File: config.mk
export PLATFORM = sky130hd
export DESIGN_NAME = fifo_burst_reader
export DESIGN_NICKNAME = d
export VERILOG_FILES = /design/src/rtl/fifo_burst_reader.sv
export SDC_FILE = /design/constraint.sdc
export NUM_CORES = 1
export LEC_CHECK = 0
export ABC_AREA = 1
export BUFFER_PORTS_ARGS = -buffer_cell sky130_fd_sc_hd__clkbuf_2
export CAP_MARGIN = 5
export CORE_ASPECT_RATIO = 1.5
export CORE_UTILIZATION = 55
export CTS_BUF_LIST = sky130_fd_sc_hd__clkbuf_16
export DETAILED_ROUTE_END_ITERATION = 8
export PLACE_DENSITY = 0.79
export SKIP_CTS_REPAIR_TIMING = 1
export SLEW_MARGIN = 20
export SYNTH_ARGS = -nofsm -noshare
export SYNTH_HDL_FRONTEND = slang
export SYNTH_SLANG_ARGS = --single-unit
export TNS_END_PERCENT = 100
File: constraint.sdc
create_clock -name clk -period 2.08 [get_ports clk]
set_input_delay 0.312 -clock clk [delete_from_list [all_inputs] [get_ports clk]]
set_output_delay 0.312 -clock clk [all_outputs]
set_load 0.02 [all_outputs]
File: src/rtl/fifo_burst_reader.sv
// Read-side burst controller for the echo sample FIFO: pops fixed-length bursts and replays them
// on a valid/ready stream with m_last. Define FIFO_BURST_READER_TIMEOUT_EN to flush partial bursts.
module fifo_burst_reader #(
    parameter int unsigned DATA_WIDTH  = 16,
    parameter int unsigned ADDR_WIDTH  = 3,
    parameter int unsigned BURST_LEN   = 4,
    parameter int unsigned TIMEOUT_CYC = 64
) (
    input  logic                  clk,
    input  logic                  reset,
    input  logic [ADDR_WIDTH:0]   fifo_count,
    output logic                  fifo_rd_en,
    input  logic [DATA_WIDTH-1:0] fifo_data,
    output logic [DATA_WIDTH-1:0] m_data,
    output logic                  m_valid,
    input  logic                  m_ready,
    output logic                  m_last,
    output logic                  burst_active,
    output logic [15:0]           bursts_done
);

    localparam int unsigned   CW          = ADDR_WIDTH + 1;
    localparam logic [CW-1:0] BURST_LEN_C = CW'(BURST_LEN);

    if (BURST_LEN < 1 || BURST_LEN > (1 << ADDR_WIDTH)) begin : g_bad_burst_len
        $error("fifo_burst_reader: BURST_LEN must lie in 1..2**ADDR_WIDTH");
    end
    if (TIMEOUT_CYC < 1) begin : g_bad_timeout
        $error("fifo_burst_reader: TIMEOUT_CYC must be at least 1");
    end

    typedef enum logic [1:0] {
        IDLE  = 2'd0,
        READ  = 2'd1,
        FLUSH = 2'd2
    } state_t;

    state_t                  state;
    state_t                  state_next;
    logic [CW-1:0]           burst_len_q;
    logic [CW-1:0]           pops;
    logic [CW-1:0]           caps;
    logic                    inflight;
    logic [1:0]              occ;
    logic [1:0]              occ_after;
    logic [1:0]              occ_n;
    logic [2:0]              load;
    logic                    accept;
    logic                    start;
    logic [CW-1:0]           start_len;
    logic                    timeout_hit;
    logic                    last_pop;
    logic                    cap_last;
    logic                    burst_end;
    logic [DATA_WIDTH-1:0]   head_data;
    logic [DATA_WIDTH-1:0]   tail_data;
    logic                    head_last;
    logic                    tail_last;
    logic [DATA_WIDTH-1:0]   head_data_n;
    logic [DATA_WIDTH-1:0]   tail_data_n;
    logic                    head_last_n;
    logic                    tail_last_n;

`ifdef FIFO_BURST_READER_TIMEOUT_EN
    localparam int unsigned TW = $clog2(TIMEOUT_CYC + 1);

    logic [TW-1:0] timer;
    logic          partial;

    assign partial = (fifo_count != '0) && (fifo_count < BURST_LEN_C);

    // Timer saturates at TIMEOUT_CYC so a stalled partial burst keeps requesting the flush.
    always_ff @(posedge clk or posedge reset) begin
        if (reset) begin
            timer <= '0;
        end else if (state != IDLE || !partial) begin
            timer <= '0;
        end else if (timer != TW'(TIMEOUT_CYC)) begin
            timer <= timer + TW'(1);
        end
    end

    assign timeout_hit = partial && (timer == TW'(TIMEOUT_CYC));
    assign start_len   = (fifo_count >= BURST_LEN_C) ? BURST_LEN_C : fifo_count;
`else
    assign timeout_hit = 1'b0;
    assign start_len   = BURST_LEN_C;
`endif

    assign m_valid   = (occ != 2'd0);
    assign m_data    = head_data;
    assign m_last    = m_valid && head_last;
    assign accept    = m_valid && m_ready;
    assign occ_after = occ - {1'b0, accept};
    assign load      = {1'b0, occ_after} + {2'b00, inflight};
    assign occ_n     = occ_after + {1'b0, inflight};

    assign start     = (state == IDLE) && ((fifo_count >= BURST_LEN_C) || timeout_hit);
    assign last_pop  = fifo_rd_en && ((pops + CW'(1)) == burst_len_q);
    assign cap_last  = inflight && ((caps + CW'(1)) == burst_len_q);
    assign burst_end = (state == FLUSH) && accept && m_last;

    always_ff @(posedge clk or posedge reset) begin
        if (reset) begin
            state <= IDLE;
        end else begin
            state <= state_next;
        end
    end

    always_comb begin
        state_next = state;
        unique case (state)
            IDLE:    if (start)     state_next = READ;
            READ:    if (last_pop)  state_next = FLUSH;
            FLUSH:   if (burst_end) state_next = IDLE;
            default:                state_next = IDLE;
        endcase
    end

    // Pops are throttled so buffered + in-flight samples never exceed the two skid slots.
    always_comb begin
        fifo_rd_en   = 1'b0;
        burst_active = (state != IDLE);
        if (state == READ && fifo_count != '0 && pops < burst_len_q && load < 3'd2) begin
            fifo_rd_en = 1'b1;
        end
    end

    always_ff @(posedge clk or posedge reset) begin
        if (reset) begin
            burst_len_q <= '0;
            pops        <= '0;
            caps        <= '0;
            inflight    <= 1'b0;
            bursts_done <= '0;
        end else begin
            inflight <= fifo_rd_en;
            if (start) begin
                burst_len_q <= start_len;
                pops        <= '0;
                caps        <= '0;
            end else begin
                if (fifo_rd_en) pops <= pops + CW'(1);
                if (inflight)   caps <= caps + CW'(1);
            end
            if (burst_end) bursts_done <= bursts_done + 16'd1;
        end
    end

    always_comb begin
        head_data_n = head_data;
        head_last_n = head_last;
        tail_data_n = tail_data;
        tail_last_n = tail_last;
        if (accept && occ == 2'd2) begin
            head_data_n = tail_data;
            head_last_n = tail_last;
        end
        // Arriving sample lands in the first slot left free after this cycle's accept.
        if (inflight) begin
            if (occ_after == 2'd0) begin
                head_data_n = fifo_data;
                head_last_n = cap_last;
            end else begin
                tail_data_n = fifo_data;
                tail_last_n = cap_last;
            end
        end
    end

    always_ff @(posedge clk or posedge reset) begin
        if (reset) begin
            occ       <= '0;
            head_data <= '0;
            head_last <= 1'b0;
            tail_data <= '0;
            tail_last <= 1'b0;
        end else begin
            occ       <= occ_n;
            head_data <= head_data_n;
            head_last <= head_last_n;
            tail_data <= tail_data_n;
            tail_last <= tail_last_n;
        end
    end

endmodule

==> summary.txt, run 1 <==
Status
  – Status: finished with violations
  – Failing checks: setup timing

Final layout
  – Layout area overhead: 24.0%
  – # nets final: 496
  – Diodes inserted: 0
  – Share of cells above drive strength 1: 26.3%
  – # fillers: 468
  – Final core occ: 71.7%
  – Finished Layout Cells: 542

Clock network
  – Htree depth: 3
  – CTS buffer count: 9
  – Clk Latency, worst-skew pair: 0.32 ns
  – Root buf cell: clkbuf_16
  – CTS Buffer Depth: 2
  – CTS sink count: 64
  – Clk slew on worst S/H paths: 0.05 ns
  – TritonCTS clock tree: built

Yosys
  – Netlist cell types: 27
  – Synth area leader: dfrtp_1
  – Synth Instances: 396
  – Syn Nets: 425
  – Most numerous cell in the Yosys netlist: nand2_1
  – Netlist Area Pre-Place: 0.00323 sq mm
  – Average instance area after synthesis: 8.15 sq um
  – Synth Warn #: 0
  – Synth cell count leaders: nand2_1 (151), dfrtp_1 (64), inv_1 (46), nor2_1 (26)
  – Ys async rst share: 100%
  – Post-synth top area share: 49.7%
  – Seq cells post-synth: 64
  – Synth area leaders: dfrtp_1 (50%), nand2_1 (18%), inv_1 (5.4%)
  – Post-synthesis sequential area ratio: 49.7%
  – Ys flop type: dfrtp_1
  – Number of synthesized flops with an enable pin: 0

Setup path
  – Critical path's slowest cell: dfrtp_1
  – Critical Path AT: 1.92 ns
  – WS Path Type: reg2out
  – CP endpoint kind: output pin
  – Required @ worst endpoint: 1.77 ns
  – CP max stage delay: 0.39 ns
  – CP Launch Type: flop
  – Crit path cell chain: inv_2 -> a21oi_4 -> ha_4 -> xnor2_2 -> ha_4 -> nand2_2 -> nor2_1 -> nand3_1 -> inv_2 -> buf_6
  – R2r setup slk: 0.14 ns
  – Crit-path max FO: 2

Timing
  – Setup TNS: -0.156 ns
  – Final Worst Setup Slack: -0.156 ns
  – Final period utilization: 108%
  – Post-layout min period: 2.24 ns
  – Max Slew Vio Count: 0
  – Hold_ws: 0.228 ns
  – Relative slew slack: 58.3%
  – Least-Margin Pin Slew: 0.624 ns
  – Clk_skew: 0.00384 ns
  – Max Fclk: 447 MHz
  – Final hold vios: 0
  – Final setup violation count: 1
  – Setup repair after global routing missed its margin: yes

Placement
  – Cells after DPL: 524
  – GPL Wtd Cong: 0.847
  – # port buffers: 58
  – Post-DP HPWL: 4580 microns

Flow run
  – Max-cap viol count: 0

Global route
  – Largest net degree at the start of global routing: 34
  – Gr ovfl total: 0
  – Vias in the first global route: 2679
  – Overall global routing resource usage: 24.0%
  – First-pass GRT wire length: 11200 microns
  – Initial antenna violation count: 0

Min path
  – Type of the worst min-delay path: in2reg

Detailed routing
  – Total number of vias: 2744
  – Final wirelength: 6740 microns
  – DRC Markers: 0
  – 1st-pass router iterations: 4
  – Initial DRC count: 161
  – Final ANT Viol Nets: 0
  – Drt wl/cell: 12.4 microns
  – Vias per cell: 5.06

Power and ir drop
  – Power Density: 1490 mW/mm^2
  – Maximum VDD drop: 759 uV
  – Total power: 5960 uW
  – LEAKAGE: 0.00217 uW

Die
  – Die H: 95.8 microns
  – Core Box Area: 0.00557 sq mm
  – DIE AREA: 0.00618 sq mm
  – Initial Utilization: 57.9%
  – Placement row count: 33
  – IO Pins: 59
  – Die width: 64.5 microns
[cell type report]
class                   count  area (sq um)  share of cell area [%]
clock buffers               9           225                    5.63
repair buffers             70           418                    10.5
well taps                  70          87.6                    2.19
inverters                  49           186                    4.66
multi-input cells         273          1400                    35.0
flip-flops and latches     64          1600                    40.1
clock inverters             7          78.8                    1.97
[state kept, by name, indices dropped and copies added, names as in the netlist]
signal and count:
bursts_done 16, m_data 16, tail_data 16, caps 4, pops 4, occ 2
state 2, burst_len_q 1, head_last 1, inflight 1, tail_last 1
[worst max-delay path: cells and delay by family, from the launching register on]
kind	cells	cell delay (ns)
xor gates and xnor gates	1	0.28
buffers and inverters	3	0.29
AOI/OAI and AO/OA	1	0.07
and+or+nand+nor	3	0.23
DFF	1	0.39
adders and majority gates	2	0.34
[report_power, final]
part           internal (uW)  leakage [uW]  total (uW)  switching [uW]
Combinational            949       0.00121        2410            1460
Sequential              1710      0.000807        2030             322
Clock                   1030      0.000155        1520             495
Total                   3680       0.00217        5960            2280
[metal layers]
layer	share of wire [%]	vias to the layer above	GRT usage [%]
met5	0	-	0
met4	3.0	0	14.1
met3	3.6	20	5.33
met2	54	74	42.8
met1	39	1285	26.0
li1	-	1365	-
[cells in the final DEF (no fill, tap or decap), drive strengths merged]
cell type    count
a21oi            3
buf             12
bufinv           2
clkbuf          66
clkinv           3
dfrtp           64
dlygate4sd3      1
ha               6
inv             51
nand2          157
nand3           17
nand3b           1
nand4            2
nor2            29
o21ai           45
o21bai           1
o31ai            1
or2              1
xnor2            4
xor2             6
[kinds of logic after synthesis]
kind of cell / synth area share (%)
AND/OR/NAND/NOR: 26.6
flip-flops: 49.7
buffers and inverters: 8.49
AO/OA/AOI/OAI: 10.0
XOR/XNOR: 2.95
adder cells (fa/ha/maj): 2.33
[worst paths after layout]
check	startpoint	endpoint	depth (start not counted)
worst max-delay path	occ[1]$_DFF_PP0_	fifo_rd_en	10
worst min register to register	tail_data[10]$_DFFE_PP0P_	tail_data[10]$_DFFE_PP0P_	2
worst max register to register	occ[1]$_DFF_PP0_	m_data[1]$_DFF_PP0_	9
max in group asynchronous	reset	bursts_done[0]$_DFFE_PP0P_	4
min in group asynchronous	reset	bursts_done[14]$_DFFE_PP0P_	3
worst min-delay path	fifo_data[3]	m_data[3]$_DFF_PP0_	3
[through the flow]
step                      setup WS, ns  cell area [sq um]
after detailed placement        0.0543               3610
after global routing            -0.253               4000
after CTS                       -0.327               3920
after global placement           0.119               3610
final                           -0.156               4000
after floorplan                 0.0293               3230
Note: power is estimated with default switching activity, not from simulation.
==> inputs of run 2 (changes only) <==
Settings changed: PLACE_DENSITY 0.79 to default, PLACE_DENSITY_LB_ADDON from default to 0.15.
==> run 2 against run 1 <==
The run still ends with setup timing left. First-iteration DRC count up 0.62%. Die area is the same. Register-to-register slack worse by 0.03 ns. Flip-flop and latch count unchanged. Cell area is 1.3% higher. Worst setup slack better by 0.0064 ns. Sequential share of layout area decreased by 0.51 points. Combinational power is 6% higher.
==> summary.txt, run 2 (same netlist as run 1, synthesis figures left out) <==
Global route
  – Initial antenna violation count: 0 (unchanged)
  – Overall global routing resource usage: 24.6% (+0.56 points)
  – Gr ovfl total: 0 (unchanged)
  – First-pass GRT wire length: 11600 microns (+3.8%)
  – Largest net degree at the start of global routing: 55 (+62%)
  – Vias in the first global route: 2598 (-3.0%)

Detailed routing
  – 1st-pass router iterations: 4 (unchanged)
  – Final ANT Viol Nets: 0 (unchanged)
  – DRC Markers: 0 (unchanged)
  – Total number of vias: 2668 (-2.8%)
  – Initial DRC count: 162 (+0.62%)
  – Final wirelength: 6840 microns (+1.6%)
  – Vias per cell: 4.90 (-3.3%)
  – Drt wl/cell: 12.6 microns (+1.0%)

Setup path
  – Required @ worst endpoint: 1.77 ns (about the same)
  – Critical Path AT: 1.92 ns (about the same)
  – CP Launch Type: flop
  – CP most frequent cell: ha_4
  – CP endpoint kind: output pin
  – CP max stage delay: 0.38 ns (about the same)
  – WS Path Type: reg2out
  – Crit-path max FO: 2 (unchanged)
  – Crit path cell chain: inv_2 -> a21oi_4 -> ha_4 -> inv_4 -> ha_4 -> inv_4 -> ha_4 -> nand2_2 -> nor2_2 -> nand3_2 -> inv_2 -> buf_6
  – Critical path's slowest cell: dfrtp_1

Power and ir drop
  – Power Density: 1540 mW/mm^2 (+3.3%)
  – LEAKAGE: 0.00218 uW (+0.73%)
  – Maximum VDD drop: 1170 uV (+55%)

Die
  – Placement row count: 33 (unchanged)
  – Die width: 64.5 microns (unchanged)
  – DIE AREA: 0.00618 sq mm (unchanged)
  – IO Pins: 59 (unchanged)
  – Core Box Area: 0.00557 sq mm (unchanged)
  – Initial Utilization: 57.9% (unchanged)
  – Die H: 95.8 microns (unchanged)

Status
  – Status: finished with violations
  – Failing checks: setup timing

Clock network
  – Clk Latency, worst-skew pair: 0.32 ns (about the same)
  – CTS Buffer Depth: 2 (unchanged)
  – TritonCTS clock tree: built
  – Htree depth: 3 (unchanged)
  – CTS sink count: 64 (unchanged)
  – Root buf cell: clkbuf_16
  – CTS buffer count: 9 (unchanged)
  – Clk slew on worst S/H paths: 0.05 ns (about the same)

Timing
  – Max Slew Vio Count: 0 (unchanged)
  – Setup TNS: -0.150 ns (+0.00641 ns)
  – Max Fclk: 448 MHz (+0.29%)
  – Post-layout min period: 2.23 ns (-0.00641 ns)
  – Final hold vios: 0 (unchanged)
  – Relative slew slack: 56.7% (-1.7 points)
  – Hold_ws: 0.226 ns (-0.00158 ns)
  – Final period utilization: 107% (-0.31 points)
  – Setup repair after global routing missed its margin: yes
  – Clk_skew: 0.00564 ns (+0.00180 ns)
  – Least-Margin Pin Slew: 0.649 ns (+0.0250 ns)
  – Final Worst Setup Slack: -0.150 ns (+0.00641 ns)
  – Final setup violation count: 1 (unchanged)

Placement
  – GPL Wtd Cong: 0.873 (+3.1%)
  – # port buffers: 58 (unchanged)
  – Post-DP HPWL: 4440 microns (-3.2%)

Final layout
  – Share of cells above drive strength 1: 27.8% (+1.5 points)
  – Layout area overhead: 25.6%
  – Diodes inserted: 0 (unchanged)
  – # fillers: 437 (-6.6%)
  – Commonest non-fill, non-tap cell in the layout: nand2_1
  – Leading cell types in the layout, fill and taps excluded: nand2_1 (150), dfrtp_1 (64), clkbuf_2 (57)
  – # nets final: 499 (+0.60%)

Flow run
  – Max-cap viol count: 0 (unchanged)

Min path
  – Type of the worst min-delay path: in2reg
-- run 2: metal layers --
metal  global-route usage [%]  up-vias  routed length, microns
met2                     43.2       67                    3740
li1                         -     1369                       -
met5                        0        -                       0
met1                     29.2     1222                    2810
met3                     3.79       10                     194
met4                     12.2        0                      96
-- run 2: report_power, final --
part           internal [uW]  total (uW)  switching (uW)
clock network           1160        1670             512
registers               1710        2010             305
logic                   1030        2560            1520
-- run 2: layout make-up --
class / instances / area (sq um) / share of cell area [%]
clock inverter: 7 / 110 / 2.72
sequential: 64 / 1600 / 39.5
clock buffer: 9 / 225 / 5.56
inverter: 49 / 189 / 4.66
timing repair buffer: 73 / 428 / 10.6
tap: 70 / 87.6 / 2.16
multi-input combinational: 273 / 1410 / 34.8
-- run 2: metrics by stage --
step	std cells	cell area, sq um	setup WS [ns]	utilization, %	total power, uW
after floorplan	396	3230	0.0293	-	3640
after global placement	524	3600	0.0886	64.6	4160
after detailed placement	524	3600	0.00702	64.6	4260
after CTS	540	3940	-0.415	70.6	5970
after global routing	545	4050	-0.248	72.7	6690
final	545	4050	-0.150	72.7	6240
-- run 2: path summary, 6_finish.rpt --
| kind | from | end | slack, ns | cells after the start |
|---|---|---|---|---|
| worst max-delay path | occ[1]$_DFF_PP0_ | fifo_rd_en | -0.15 | 12 |
| worst min-delay path | fifo_data[8] | m_data[8]$_DFF_PP0_ | 0.23 | 3 |
| worst max register to register | occ[1]$_DFF_PP0_ | pops[0]$_DFFE_PP0P_ | 0.11 | 14 |
| worst min register to register | tail_data[15]$_DFFE_PP0P_ | tail_data[15]$_DFFE_PP0P_ | 0.48 | 2 |
| max in group asynchronous | reset | tail_data[11]$_DFFE_PP0P_ | 1.05 | 4 |
| min in group asynchronous | reset | bursts_done[3]$_DFFE_PP0P_ | 0.47 | 3 |
-- run 2: critical path: cells and delay by family, from the launching register on --
family | cells | cell delay, ns
flops | 1 | 0.38
buf+inv | 5 | 0.36
fa+ha+maj | 3 | 0.56
simple gates | 3 | 0.24
compound gates | 1 | 0.07
